### src/rtl/mdio_receptor.sv
`timescale 1ns / 1ps
`default_nettype none
// ============================================================================
//  Module   : mdio_receptor
//  Brief    : Clause 22 MDIO frame receiver (PHY side), clocked by MDC.
//  Revision : 1.0
// ============================================================================
module mdio_receptor (
  input  logic        MDC,
  input  logic        RESET,
  input  logic [31:0] MDIO_OUT,
  input  logic        MDIO_OE,
  input  logic [15:0] RD_DATA,
  output logic        MDIO_IN,
  output logic [4:0]  ADDR,
  output logic [15:0] WR_DATA,
  output logic        WR_STB,
  output logic        MDIO_DONE
);

  typedef enum logic [2:0] {
    S_IDLE    = 3'd0,
    S_HEADER  = 3'd1,
    S_WR_BODY = 3'd2,
    S_RD_TA   = 3'd3,
    S_RD_DATA = 3'd4
  } state_t;

  localparam logic [1:0] c_OP_WR       = 2'b01;
  localparam logic [4:0] c_CNT_ST      = 5'd1;   // edge 2 being sampled
  localparam logic [4:0] c_CNT_OP      = 5'd3;   // edge 4
  localparam logic [4:0] c_CNT_HDR_END = 5'd13;  // edge 14
  localparam logic [4:0] c_CNT_TA_END  = 5'd15;  // edge 16
  localparam logic [4:0] c_CNT_LAST    = 5'd31;  // edge 32

  state_t      r_state, w_state_nxt;
  logic [4:0]  r_cnt, w_cnt_nxt;
  logic [15:0] r_shift;
  logic [15:0] r_tx;
  logic        w_bit;
  logic        w_shift_en, w_addr_ld, w_wr_ld, w_done;
  logic        w_tx_ld, w_tx_sh, w_tx_clr;
  logic        w_unused;

  assign w_bit    = MDIO_OUT[0];
  assign w_unused = ^MDIO_OUT[31:1];

  // r_cnt holds the number of the previous frame edge, so edge N sees N-1.
  always_ff @(posedge MDC) begin
    if (RESET) begin
      r_state <= S_IDLE;
      r_cnt   <= 5'd0;
    end else begin
      r_state <= w_state_nxt;
      r_cnt   <= w_cnt_nxt;
    end
  end

  always_comb begin
    w_state_nxt = r_state;
    w_cnt_nxt   = r_cnt + 5'd1;
    w_shift_en  = 1'b0;
    w_addr_ld   = 1'b0;
    w_wr_ld     = 1'b0;
    w_done      = 1'b0;
    w_tx_ld     = 1'b0;
    w_tx_sh     = 1'b0;
    w_tx_clr    = 1'b0;
    case (r_state)
      S_IDLE: begin
        w_cnt_nxt = 5'd0;
        if (MDIO_OE && !w_bit) begin
          w_state_nxt = S_HEADER;
          w_cnt_nxt   = 5'd1;
          w_shift_en  = 1'b1;
        end
      end
      S_HEADER: begin
        w_shift_en = 1'b1;
        if (!MDIO_OE) begin
          w_state_nxt = S_IDLE;
          w_cnt_nxt   = 5'd0;
        end else if (r_cnt == c_CNT_ST && !w_bit) begin
          w_state_nxt = S_IDLE;
          w_cnt_nxt   = 5'd0;
        end else if (r_cnt == c_CNT_OP && (r_shift[0] == w_bit)) begin
          w_state_nxt = S_IDLE;
          w_cnt_nxt   = 5'd0;
        end else if (r_cnt == c_CNT_HDR_END) begin
          // OP bits arrived on edges 3 and 4, now 10 and 9 places back
          w_addr_ld   = 1'b1;
          w_state_nxt = (r_shift[10:9] == c_OP_WR) ? S_WR_BODY : S_RD_TA;
        end
      end
      S_WR_BODY: begin
        w_shift_en = 1'b1;
        if (!MDIO_OE) begin
          w_state_nxt = S_IDLE;
          w_cnt_nxt   = 5'd0;
        end else if (r_cnt == c_CNT_LAST) begin
          w_wr_ld     = 1'b1;
          w_done      = 1'b1;
          w_state_nxt = S_IDLE;
          w_cnt_nxt   = 5'd0;
        end
      end
      S_RD_TA: begin
        if (r_cnt == c_CNT_TA_END) begin
          w_tx_ld     = 1'b1;
          w_state_nxt = S_RD_DATA;
        end
      end
      S_RD_DATA: begin
        if (r_cnt == c_CNT_LAST) begin
          w_tx_clr    = 1'b1;
          w_done      = 1'b1;
          w_state_nxt = S_IDLE;
          w_cnt_nxt   = 5'd0;
        end else begin
          w_tx_sh = 1'b1;
        end
      end
      default: begin
        w_state_nxt = S_IDLE;
        w_cnt_nxt   = 5'd0;
      end
    endcase
  end

  always_ff @(posedge MDC) begin
    if (RESET) begin
      r_shift   <= 16'd0;
      r_tx      <= 16'd0;
      MDIO_IN   <= 1'b0;
      ADDR      <= 5'd0;
      WR_DATA   <= 16'd0;
      WR_STB    <= 1'b0;
      MDIO_DONE <= 1'b0;
    end else begin
      WR_STB    <= w_wr_ld;
      MDIO_DONE <= w_done;
      if (w_shift_en) r_shift <= {r_shift[14:0], w_bit};
      if (w_addr_ld)  ADDR    <= {r_shift[3:0], w_bit};
      if (w_wr_ld)    WR_DATA <= {r_shift[14:0], w_bit};
      if (w_tx_ld) begin
        r_tx    <= RD_DATA;
        MDIO_IN <= RD_DATA[15];
      end else if (w_tx_sh) begin
        r_tx    <= {r_tx[14:0], 1'b0};
        MDIO_IN <= r_tx[14];
      end else if (w_tx_clr) begin
        MDIO_IN <= 1'b0;
      end
    end
  end

endmodule
`default_nettype wire

### config.mk
export PLATFORM = sky130hd
export DESIGN_NAME = mdio_receptor
export DESIGN_NICKNAME = d
export VERILOG_FILES = /design/src/rtl/mdio_receptor.sv
export SDC_FILE = /design/constraint.sdc
export NUM_CORES = 1
export LEC_CHECK = 0
export CORE_MARGIN = 5
export CORE_UTILIZATION = 45
export CTS_CLUSTER_SIZE = 14
export DETAILED_ROUTE_END_ITERATION = 16
export DONT_BUFFER_PORTS = 1
export PLACE_DENSITY_LB_ADDON = 0.25
export SETUP_SLACK_MARGIN = 0.2
export SYNTH_ARGS = -nofsm -noshare
export SYNTH_HDL_FRONTEND = slang
export SYNTH_SLANG_ARGS = --single-unit
### constraint.sdc
create_clock -name MDC -period 3.2 [get_ports MDC]
set_input_delay 0.48 -clock MDC [delete_from_list [all_inputs] [get_ports MDC]]
set_output_delay 0.48 -clock MDC [all_outputs]
set_load 0.02 [all_outputs]
# Word-level counts from Yosys, hierarchy flattened
# Cells that the tools add are included.
# W data, S select, Z words.
[op_classes]
div = 0
n_reduce_logical = 9
n_eq_ne = 14
n_bitwise = 0
multipliers = 0
shift = 0
mux = 38
n_addsub = 1
magnitude_cmp = 0
[ops]
columns = ["cell", "count"]
rows = [
  ["$mux W15", 2],
  ["$mux W5", 5],
  ["$pmux W5 S5", 1],
  ["$mux W3", 8],
  ["$mux W1", 19],
  ["$pmux W3 S5", 1],
  ["$eq A5 B4 Y1 const B", 2],
  ["$eq A3 B2 Y1 const B", 2],
  ["$add A5 B1 Y5 const B", 1],
  ["$eq A5 B1 Y1 const B", 1],
  ["$eq A5 B2 Y1 const B", 1],
  ["$eq A5 B5 Y1 const B", 1],
  ["$ne A5 B5 Y1 const B", 1],
  ["$ne A2 B2 Y1 const B", 2],
  ["$pmux W1 S2", 2],
  ["$eq A3 B1 Y1 const B", 1],
  ["$eq A3 B3 Y1 const B", 1],
  ["$logic_and A1 B1 Y1", 3],
  ["$logic_not A3 Y1", 1],
  ["$reduce_and A3 Y1", 1],
  ["$reduce_bool A3 Y1", 1],
  ["$eq A2 B1 Y1 const B", 1],
  ["$reduce_bool A2 Y1", 1],
  ["$reduce_or A2 Y1", 1],
  ["other kinds (2)", 2],
]
[totals]
romBits = 0
latch_bits = 0
elab_cells = 71
ff_bits = 62
n_memories = 0
mem_bits_rw = 0
out_inout_bits = 24
in_bits = 51

# Longest topological paths before layout
[depth]
depth_word = 7
depth_mapped = 9
depth_no_buf = 8

# Worst setup path after synthesis
# No wires, ideal clock.
[synth_path]
kind = "flip-flop to flip-flop"
start = "register r_cnt[0]"
end = "register r_tx[10]"
path_buffers = 1
arrival_ns = 1.807
setup_time_ns = 0.138
required_time_ns = 3.062
path_slack_ns = 1.254
path_stages_with_launch = 8
period_less_slack_ns = 1.946
path_cell_list = "dfxtp_1 -> ha_1 -> and3_1 -> ha_1 -> nor3_4 -> buf_6 -> mux2i_1 -> a211oi_2"
[synth_via]
elab_chain_len = 4
word_cells_on_any_way = 8
cone_classes = "eq/ne: 2; mux: 5; reduce/logical: 1"
[synth_lines]
columns = ["element", "line_no", "rtl"]
rows = [
  ["from (decl)", "37", "logic [4:0] r_cnt, w_cnt_nxt;"],
  ["from (signal assigned)", "55", "r_cnt <= w_cnt_nxt;"],
  ["$eq A5 B4 Y1 / $eq A5 B5 Y1 (equally long branches)", "108, 114", ""],
  ["$mux W1, on equally long branches", "108, 114", ""],
  ["$mux W1", "69", "case (r_state)"],
  ["$mux W15 / $reduce_bool A2 Y1 (equally long branches)", "--", ""],
  ["to (signal assigned)", "149", "r_tx <= {r_tx[14:0], 1'b0};"],
  ["to (decl)", "39", "logic [15:0] r_tx;"],
]
# Several ways; a longest one is shown, not always the timed one.
# A chain may end at the register's enable or synchronous reset.

# Final worst setup path
[layout_path]
start = "register r_cnt[0]"
end = "register r_tx[14]"
# The elaborated chain is that of the path after synthesis.

==> out/metrics.csv <==
metric;value;unit
grt_pass1_vias;1746;
maxCapViolCount;0;
cts_tree;built;
port_buffers;0;
critPathMaxFanout;7;
crit_arrival;2490;ps
path_common_cell;ha_1;
clk_pin_slew_worst_paths;70;ps
dp.cells;340;
hp-class;in -> reg;
cp-end-kind;flip-flop;
num_antenna_cells;0;
post_cts_resized;0;
critPathMaxStageDelay;400;ps
layout-drive-gt1-share;8.45;%
slew-limit-headroom;46.3;%
drc;0;
critPathTopFamily;simple AND/OR/NAND/NOR gates;
ys.warnings.count;0;
chipHeight;85.2;um
p_comb_share;10.3;%
clk_path_buf_depth;2;
grt_use_total;14.3;%
holdWs;199;ps
grt_max_degree;61;
syn_area_per_cell;8.99;sq um
p_int;1.38;mW
routedWlPerCell;14.0;um
vias;1858;
netSwitchingPower;0.425;mW
max_freq;451;MHz
layout_common_cells;62 x dfxtp_1, 45 x nand2_1, 38 x nor2_1, 30 x mux2i_1, 27 x a21oi_1;
critPathKind;reg -> reg;
rows;27;
worstPathCellList;ha_1, and3_1, ha_1, and3b_1, and2_0, nor2_1, nand2_1, a21oi_1;
cts_buffers;9;
fin_crit_sh;69.3;%
powerDensity;645;nW/um^2
start_util;46.2;%
antenna_found_initial;0;
area_delta_synth_final;10.2;%
ir_drop;0.304;mV
clkPwrFrac;44.0;%
cp_slowest_cell;nor2_1;
routabilityCongestion;0.752;
synth_area;2540;sq um
switching_share;23.5;%
rsz0062_at_grt;no;
cts_hold_buf;0;
finalClockSkew;6.60;ps
ios;75;
yosysSeqAreaShare;48.8;%
hold_viol;0;
postSynthNetCount;338;
wl;5000;um
startpoint_type;flip-flop;
p_seq_share;45.8;%
tns;0;ps
critPathBufInv;0;
post-cts-setup-buffers;0;
tightest_slew;804;ps
die_w;85.2;um
drv_slew;0;
via_per_inst;5.22;
min_period;2220;ps
ys_seq_elements;62;
setup_viol_count_final;0;
clkLatencyLatePin;340;ps
drtIter0Drc;130;
htreeDepth;3;
ys_types;40;
synth_cells;283;
ant_nets;0;
nets;334;
overflow;0;
clockRootBuffer;clkbuf_8;
clock_sinks;62;
final_common_cell;dfxtp_1;
status;finished, final reports clean;
hpwl;3160;um
r2r_slack;980;ps
dr.pass1.iters;4;
coreArea;5510;sq um
p_leak;1.04;nW
die_area;7260;sq um
finalNonFillerCells;356;
grt_pass1_wl;8160;um
worstPathRequired;3470;ps
metrics by stage:
stage	setup WS, ps	cell area (sq um)	util (%)	power [mW]
CTS	1000	2800	50.9	1.83
floorplan	1250	2540	-	1.02
detailed placement	1020	2570	46.7	1.03
global route	821	2800	50.9	1.89
global placement	1040	2570	46.7	1.03
finish	982	2800	50.9	1.81
routing by layer:
layer	global-route usage, %	share of wire [%]
met1	18.4	48
met2	20.2	42
met3	7.28	7.6
met4	6.04	1.7
met5	0	0
cell usage after synthesis (all sizes together):
cell    number  area [sq um]
o221ai       1          8.76
o21bai       2          15.0
and4         1          8.76
o2bb2a       1          10.0
nor3b        1          7.51
nor2        38           143
and3b        2          17.5
xnor2        1          8.76
nand3        1          5.00
o32ai        1          8.76
nor4b        1          8.76
and3         1          6.26
inv          6          22.5
nand2       45           169
a21bo        1          10.0
dfxtp       62          1240
and2         1          6.26
o21ai        8          40.0
ha           4          50.1
a211oi       9          82.6
o211ai       1          7.51
xor2         1          8.76
nor2b        1          6.26
nand2b       4          25.0
clkbuf      12          45.0
mux2i       30           300
nor3         2          21.3
nand3b       2          15.0
or2          2          12.5
a31oi        2          12.5
buf          5          33.8
or3          1          6.26
a22oi        6          45.0
a21oi       27           135
power groups by stage:
stage / combinational (mW) / sequential (mW) / clock, mW
CTS: 0.190 / 0.826 / 0.814
finish: 0.185 / 0.827 / 0.795
global placement: 0.185 / 0.844 / 0
detailed placement: 0.189 / 0.843 / 0
global route: 0.202 / 0.833 / 0.855
floorplan: 0.195 / 0.821 / 0
logic make-up (layout without fill, tap and decap cells):
family          count (synthesis)  in the layout  synth area share [%]
buf+inv                        23             24                  3.98
fa+ha+maj                       4              4                  1.97
compound gates                 59             59                  14.8
mux                            30             30                  11.8
xor+xnor                        2              2                 0.689
simple gates                  103            103                  18.0
flops                          62             62                  48.8
sequential cells by signal, summed over array words and instances (netlist names):
signal / flops
ADDR: 5
MDIO_DONE: 1
MDIO_IN: 1
WR_DATA: 16
WR_STB: 1
r_cnt: 5
r_shift: 15
r_state: 3
r_tx: 15
worst paths after layout:
kind	depth (start not counted)	start	endpoint
worst min register to register	2	r_shift[14]	WR_DATA[15]
worst max register to register	8	r_cnt[0]	r_tx[14]
worst max-delay path	8	r_cnt[0]	r_tx[14]
worst min-delay path	1	RESET	r_tx[8]
layout make-up:
cell class                 instances  area (sq um)
timing repair buffer               2          15.0
clock inverter                     3          65.1
fill                             512          2700
sequential                        62          1240
inverter                           6          22.5
clock buffer                      13           169
tap                               72          90.1
multi-input combinational        198          1200
worst reg2reg max path, delay by kind of cell, from the launching register on:
| family | cells | cell delay (ps) |
|---|---|---|
| AOI/OAI and AO/OA | 1 | 150 |
| adders and majority gates | 2 | 450 |
| and+or+nand+nor | 5 | 1210 |
| DFF | 1 | 340 |
No activity file was read; power rests on OpenSTA's default activity.
